**config.mk**
```make
export PLATFORM = sky130hd
export DESIGN_NAME = morse_round_ctrl
export DESIGN_NICKNAME = d
export VERILOG_FILES = /design/src/rtl/morse_round_ctrl.sv
export SDC_FILE = /design/constraint.sdc
export NUM_CORES = 1
export LEC_CHECK = 0
export BUFFER_PORTS_ARGS = -buffer_cell sky130_fd_sc_hd__buf_4
export CAP_MARGIN = 20
export CORE_UTILIZATION = 49
export DETAILED_ROUTE_END_ITERATION = 10
export PLACE_DENSITY_LB_ADDON = 0.25
export SLEW_MARGIN = 25
export SYNTH_ARGS = -nofsm -noshare
export SYNTH_HDL_FRONTEND = slang
export SYNTH_SLANG_ARGS = --single-unit
```
**constraint.sdc**
```tcl
create_clock -name Clock -period 2 [get_ports Clock]
set_input_delay 0.3 -clock Clock [delete_from_list [all_inputs] [get_ports Clock]]
set_output_delay 0.3 -clock Clock [all_outputs]
set_load 0.1 [all_outputs]
```
**src/rtl/morse_round_ctrl.sv**
```systemverilog
// Morse-code game round sequencer: captures dot/dash symbols, checks them against the target letter,
// scores correct letters and locks out after a miss. Define ROUND_TIMEOUT_EN to auto-submit an idle entry.
module morse_round_ctrl #(
  parameter int MAX_LEN        = 4,
  parameter int WIN_COUNT      = 7,
  parameter int LOCKOUT_CYCLES = 50,
  parameter int TIMEOUT_CYCLES = 100
) (
  input  logic               Clock,
  input  logic               Reset,
  input  logic               start,
  input  logic               dot,
  input  logic               dash,
  input  logic               submit,
  input  logic [MAX_LEN-1:0] target_code,
  input  logic [2:0]         target_len,
  output logic               vict,
  output logic               miss,
  output logic               disp_reset,
  output logic [2:0]         score,
  output logic [2:0]         entry_len,
  output logic               busy,
  output logic               game_over,
  output logic [2:0]         state_dbg
);

  typedef enum logic [2:0] {
    IDLE    = 3'd0,
    ENTRY   = 3'd1,
    CHECK   = 3'd2,
    RESULT  = 3'd3,
    LOCKOUT = 3'd4,
    DONE    = 3'd5
  } state_t;

  localparam int LW = $clog2(LOCKOUT_CYCLES + 1);
  localparam logic [LW-1:0] LOCK_LOAD = LW'(LOCKOUT_CYCLES);

  // Handshake: start/dot/dash/submit are single-cycle strobes sampled on the
  // rising edge with no ready; a strobe arriving in a state that ignores it is lost.

  state_t               state, state_n;
  logic [MAX_LEN-1:0]   entry, entry_n;
  logic [2:0]           entry_len_n, score_n;
  logic                 overflow, overflow_n;
  logic                 match_r, match_n;
  logic [LW-1:0]        lock_cnt, lock_n;
  logic                 vict_n, miss_n, disp_n, busy_n, over_n;
  logic                 sym, hit, end_letter;

  assign sym       = dot ^ dash;
  assign state_dbg = state;

`ifdef ROUND_TIMEOUT_EN
  localparam int TW = $clog2(TIMEOUT_CYCLES + 1);
  logic [TW-1:0] to_cnt;
  logic          timeout_hit;

  // Counts idle cycles once the letter has at least one symbol; the
  // TIMEOUT_CYCLES-th idle cycle is treated as a submit strobe.
  assign timeout_hit = (state == ENTRY) && (entry_len != 3'd0) && !sym &&
                       (to_cnt == TW'(TIMEOUT_CYCLES - 1));
  assign end_letter  = submit || timeout_hit;

  always_ff @(posedge Clock) begin
    if (Reset)                                         to_cnt <= '0;
    else if (state != ENTRY || entry_len == 3'd0 || sym) to_cnt <= '0;
    else                                                to_cnt <= to_cnt + TW'(1);
  end
`else
  assign end_letter = submit;
`endif

  // Compare only the symbols actually entered; bits above entry_len are don't-care.
  always_comb begin
    hit = !overflow && (entry_len == target_len);
    for (int i = 0; i < MAX_LEN; i++) begin
      if (i < int'(entry_len) && entry[i] != target_code[i]) hit = 1'b0;
    end
  end

  always_comb begin
    state_n     = state;
    entry_n     = entry;
    entry_len_n = entry_len;
    overflow_n  = overflow;
    score_n     = score;
    lock_n      = lock_cnt;
    match_n     = match_r;
    vict_n      = 1'b0;
    miss_n      = 1'b0;
    disp_n      = 1'b0;
    case (state)
      IDLE, DONE: begin
        if (start) begin
          state_n     = ENTRY;
          disp_n      = 1'b1;
          score_n     = 3'd0;
          entry_n     = '0;
          entry_len_n = 3'd0;
          overflow_n  = 1'b0;
        end
      end
      ENTRY: begin
        if (end_letter && entry_len != 3'd0) begin
          state_n = CHECK;
        end else if (sym) begin
          if (entry_len == 3'(MAX_LEN)) begin
            overflow_n = 1'b1;
          end else begin
            for (int i = 0; i < MAX_LEN; i++) begin
              if (i == int'(entry_len)) entry_n[i] = dash;
            end
            entry_len_n = entry_len + 3'd1;
          end
        end
      end
      CHECK: begin
        // The verdict is registered here so vict/miss and score land together in RESULT.
        state_n     = RESULT;
        match_n     = hit;
        vict_n      = hit;
        miss_n      = !hit;
        entry_n     = '0;
        entry_len_n = 3'd0;
        overflow_n  = 1'b0;
        if (hit && score != 3'(WIN_COUNT)) score_n = score + 3'd1;
        if (!hit) lock_n = LOCK_LOAD;
      end
      RESULT: begin
        if (!match_r)                      state_n = LOCKOUT;
        else if (score == 3'(WIN_COUNT))   state_n = DONE;
        else                               state_n = ENTRY;
      end
      LOCKOUT: begin
        lock_n = lock_cnt - LW'(1);
        if (lock_cnt <= LW'(1)) state_n = ENTRY;
      end
      default: state_n = IDLE;
    endcase
    busy_n = (state_n == CHECK) || (state_n == RESULT) || (state_n == LOCKOUT);
    over_n = (state_n == DONE);
  end

  always_ff @(posedge Clock) begin
    if (Reset) state <= IDLE;
    else       state <= state_n;
  end

  always_ff @(posedge Clock) begin
    if (Reset) begin
      entry      <= '0;
      entry_len  <= 3'd0;
      overflow   <= 1'b0;
      score      <= 3'd0;
      lock_cnt   <= '0;
      match_r    <= 1'b0;
      vict       <= 1'b0;
      miss       <= 1'b0;
      disp_reset <= 1'b0;
      busy       <= 1'b0;
      game_over  <= 1'b0;
    end else begin
      entry      <= entry_n;
      entry_len  <= entry_len_n;
      overflow   <= overflow_n;
      score      <= score_n;
      lock_cnt   <= lock_n;
      match_r    <= match_n;
      vict       <= vict_n;
      miss       <= miss_n;
      disp_reset <= disp_n;
      busy       <= busy_n;
      game_over  <= over_n;
    end
  end

endmodule

```
Word-level counts from Yosys, hierarchy flattened
Cells that the tools add are included.
- bits in registers: 26
- input port bits: 13
- word-level logic and storage cells: 119
- $add $sub $neg: 3
- order comparisons: 5
- eq/ne operators: 31
- multiplexer cells: 34
- bitwise gates (word level): 3
- reduce and logical (&&, ||, !) cells: 28
- operators by type and width (kind ; number):
    3-bit two-way mux ; 10
    6-bit AND reduction ; 4
    2-bit inequality test (second input constant) ; 11
    3-bit == test (second input constant) ; 6
    4-bit two-way mux ; 4
    3-bit one-hot mux with 5 select lines ; 1
    1-bit two-way mux ; 13
    3-bit by 2-bit == test with 1-bit output (second input constant) ; 4
    4-bit one-hot mux with 3 select lines ; 1
    6-bit one-hot mux with 2 select lines ; 1
    5-bit AND reduction ; 2
    3-bit one-hot mux with 3 select lines ; 1
    1-bit logical AND ; 7
    3-bit by 1-bit adder with 3-bit output (second input constant) ; 2
    3-bit == test (first input constant) ; 2
    6-bit by 1-bit less-or-equal comparator with 1-bit output (second input constant) ; 1
    3-bit zero test ; 2
    1-bit by 3-bit less-than comparator with 1-bit output (first input constant) ; 2
    2-bit by 3-bit less-than comparator with 1-bit output (first input constant) ; 2
    6-bit two-way mux ; 1
    3-bit one-hot mux with 2 select lines ; 1
    3-bit nonzero test ; 2
    2-bit OR reduction ; 3
    6-bit by 1-bit subtractor with 6-bit output (second input constant) ; 1
    other kinds (13) ; 20

Longest topological paths before layout
- depth in word-level cells: 9
- depth in mapped cells: 7

Least setup slack after synthesis
OpenSTA, ideal clock, no wires.
- kind: reg2reg
- from: reg entry_len[2]
- to: reg score[0]
- arrival: 2.688 ns
- data required time: 1.908 ns
- slack: -0.780 ns
- stages on the path, launching flop included: 7
- path buffers: 1
- clock period less this slack: 2.780 ns
- cells stage by stage: dfxtp_1 inv_1 a2111oi_0 or4b_1 buf_2 or3_4 o31ai_1
- longest elaborated chain between the ends: 9
- ends and longest elaborated chain (item ; RTL line ; text):
    from (decl) ; 21 ; output logic [2:0] entry_len,
    from (signal assigned) ; 165 ; entry_len <= entry_len_n;
    1-bit by 3-bit less-than comparator with 1-bit output or 3-bit == test (tied branches) ; 78, 76 ;
    1-bit logical AND (on tied branches) ; 78, 76 ;
    1-bit two-way mux (3 in a row) ; 78 ; if (i < int'(entry_len) && entry[i] != target_code[i]) hit = 1'b0;
    1-bit two-way mux (*) ; 78 ;
    1-bit logical AND (*) ; 127 ; if (hit && score != 3'(WIN_COUNT)) score_n = score + 3'd1;
    2-bit inequality test (no line) (*) ; - ;
    3-bit AND reduction (no line) (*) ; - ;
    to (signal assigned) ; 167 ; score <= score_n;
    to (decl) ; 20 ; output logic [2:0] score,
Every way passes the cells marked *; elsewhere a longest branch is shown, timed or not.
A chain may end at the register's enable or synchronous reset.

Worst setup path in the final report
- from: reg entry_len[1]
- to: reg score[0]
Same word-level chain as after synthesis.

==> impl_metrics.env <==
export IMPL_die_w_um=55.31
export IMPL_timing_hold_ws_ps=257.0
export IMPL_whs_path_depth=3
export IMPL_tritoncts="done"
export IMPL_startpoint="entry_len[1]"
export IMPL_finalPower_uw=1036
export IMPL_wl_per_cell_um=14.91
export IMPL_htreeDepth=1
export IMPL_grt_max_degree=24
export IMPL_post_route_period_util=1.012
export IMPL_vias=1319
export IMPL_ir_drop_v=0.0005471
export IMPL_postCtsHoldBufs=0
export IMPL_fin_ws_ps=-24.99
export IMPL_fillers=189
export IMPL_dpl_instance_area_um2=1742
export IMPL_dieArea_um2=3059
export IMPL_cp_end_kind="register"
export IMPL_max_freq_mhz=493.8
export IMPL_path_class="register to register"
export IMPL_required_ps=2260
export IMPL_hpwl_mm=2.395
export IMPL_clk_transition_reported_paths_ps=150
export IMPL_antenna_found_initial=0
export IMPL_min_from="submit"
export IMPL_yosysWarnings=0
export IMPL_cp_arrival_ps=2290
export IMPL_hold_viol=0
export IMPL_synth_area_top_cells="dfxtp_1 37%, ha_1 8.1%, xnor2_1 5.0%"
export IMPL_synth_seq_cells=26
export IMPL_postSynthNetCount=185
export IMPL_num_antenna_cells=0
export IMPL_r2r_slack_ps=-20
export IMPL_place_gp_congestion=0.8850
export IMPL_drt_pass1_iter_count=4
export IMPL_drt_iter0_markers=61
export IMPL_routed_wl_mm=3.414
export IMPL_die_h_um=55.31
export IMPL_initial_core_util=0.5377
export IMPL_portBuffers=26
export IMPL_via_per_inst=5.760
export IMPL_final_nets=222
export IMPL_stdcell_area_um2=1828
export IMPL_r2r_start="entry_len[1]"
export IMPL_synthCells=163
export IMPL_area_growth_pct=31.27
export IMPL_finalClockSkew_ps=6.002
export IMPL_synth_top_area_share=0.3738
export IMPL_powerDensity_nw_per_um2=566.8
export IMPL_hold_class="primary input to register"
export IMPL_drc=0
export IMPL_cts_setup_buffers=0
export IMPL_setup_viol=2
export IMPL_design_core_area_um2=2590
export IMPL_cts_sinks=26
export IMPL_start_kind="register"
export IMPL_cap_violations=0
export IMPL_power_leakage_uw=0.0007712
export IMPL_drv_slew=0
export IMPL_period_needed_ps=2025
export IMPL_track_usage=0.2168
export IMPL_grt_pass1_wl_mm=5.382
export IMPL_worst_r2r_path_depth=5
export IMPL_synth_top_area_cell="dfxtp_1"
export IMPL_worstMarginPinSlew_ps=413.9
export IMPL_relSlewSlack=0.7229
export IMPL_grt_pass1_vias=1197
export IMPL_root_buffer="clkbuf_4"
export IMPL_worstPathMaxFanout=6
export IMPL_num_io_pins=27
export IMPL_avgSynthCellArea_um2=8.543
export IMPL_row_count=18
export IMPL_hold_end="state_dbg[1]"
export IMPL_layout_drive_gt1_share=0.3317
export IMPL_synth_area_um2=1393
export IMPL_ant_nets=0
export IMPL_numCtsBuffers=3
export IMPL_r2r_end="score[0]"
export IMPL_clock_latency_ps=340
export IMPL_clockBufferDepth=2
export IMPL_ys_seq_area_frac=0.3738
export IMPL_synth_cell_types=45
export IMPL_violations="negative setup slack"
export IMPL_grt_ovfl_total=0
export IMPL_outcome="complete, but fails checks"
export IMPL_rsz0062_at_grt="yes"
stage by stage:
stage,setup WS (ps),TNS (ps),utilization,instances
after detailed placement,-251.7,-1533,0.6725,225
after global routing,-41.37,-75.27,0.7058,229
after floorplan,-122.0,-540.4,-,163
after CTS,2.062,0,0.6923,229
final,-24.99,-29.76,0.7058,229
after global placement,-68.18,-168.9,0.6725,225
worst max-delay path by stage:
stage	to	slack, ps
after floorplan	score[0]	-120
after global placement	score[0]	-70
after detailed placement	score[0]	-250
after CTS	score[1]	2
after global routing	score[0]	-40
final	score[0]	-20
per-layer routing:
layer / vias to the layer above / GRT usage / wire (um)
met5: - / 0 / 0
met1: 615 / 0.2981 / 1572
met3: 11 / 0.03279 / 180
li1: 647 / - / -
met4: 0 / 0.05357 / 73
met2: 46 / 0.3563 / 1588
final cells by class:
class	instances	area, um2	area share
Tap cell	30	37.54	0.02053
Multi-Input combinational cell	118	877.1	0.4798
Timing Repair Buffer	38	285.3	0.1561
Sequential cell	26	540.5	0.2957
Inverter	13	51.30	0.02806
Clock buffer	4	36.28	0.01985
cell usage after synthesis (all sizes together):
library cell,instances
nor3b,3
o221ai,1
or2,2
a211oi,2
or3b,1
clkbuf,5
a311o,1
nor2,12
mux2,1
ha,9
nand3,3
a221oi,1
o21ai,8
nand4b,1
o311ai,1
a31o,1
nand2b,1
nor4,1
a22oi,1
or4b,1
o31ai,1
or3,2
a21boi,3
inv,13
a2bb2oi,1
a2111oi,1
mux2i,4
nor2b,1
nor3,7
and3,1
a21o,1
o32ai,2
and2b,1
a21oi,10
xnor2,8
xor2,3
and2,2
nand2,15
buf,1
dfxtp,26
and4,1
o22ai,2
o2bb2ai,1
where the power goes:
group | switching [uW] | total, uW | internal (uW) | leakage [uW]
clock network | 171 | 283 | 112 | 0.0000210
registers | 6.46 | 529 | 523 | 0.000214
logic | 137 | 224 | 87.2 | 0.000536
critical path, cell delays in order, from the launching register on:
cell	delay (ps)
dfxtp_4	390
xor2_4	150
a2111oi_4	290
or4b_4	550
or3_4	380
o31ai_2	190
cells in the final DEF, fill, tap and decap left out, types with 3 or more instances in the layout:
master / count
nor2_1: 12
clkbuf_4: 3
inv_1: 12
ha_1: 9
dfxtp_4: 5
xnor2_1: 8
o21ai_0: 6
nand2_1: 15
a21oi_1: 9
nand3_1: 3
buf_4: 38
nor3_1: 7
mux2i_1: 4
dfxtp_1: 20
kinds of logic (layout without fill, tap and decap cells):
family	after synthesis	in the layout	synth area share
AOI/OAI and AO/OA	38	38	0.1815
xor gates and xnor gates	11	11	0.06919
adders and majority gates	9	9	0.08086
buffers and inverters	19	55	0.05211
DFF	26	26	0.3738
muxes	5	5	0.03684
and+or+nand+nor	55	55	0.2058
state kept, by name, summed over array words and instances (netlist names):
signal      count
lock_cnt        6
entry           4
entry_len       3
score           3
state_dbg       3
busy            1
disp_reset      1
game_over       1
match_r         1
miss            1
overflow        1
vict            1
what timing repair did:
item                                    4_1_cts  5_1_grt
pin swaps                                     0        1
resized for setup                             4        7
gates cloned                                  0        0
endpoints found under the setup margin       10        9
Power figures use the tool's default switching activity.
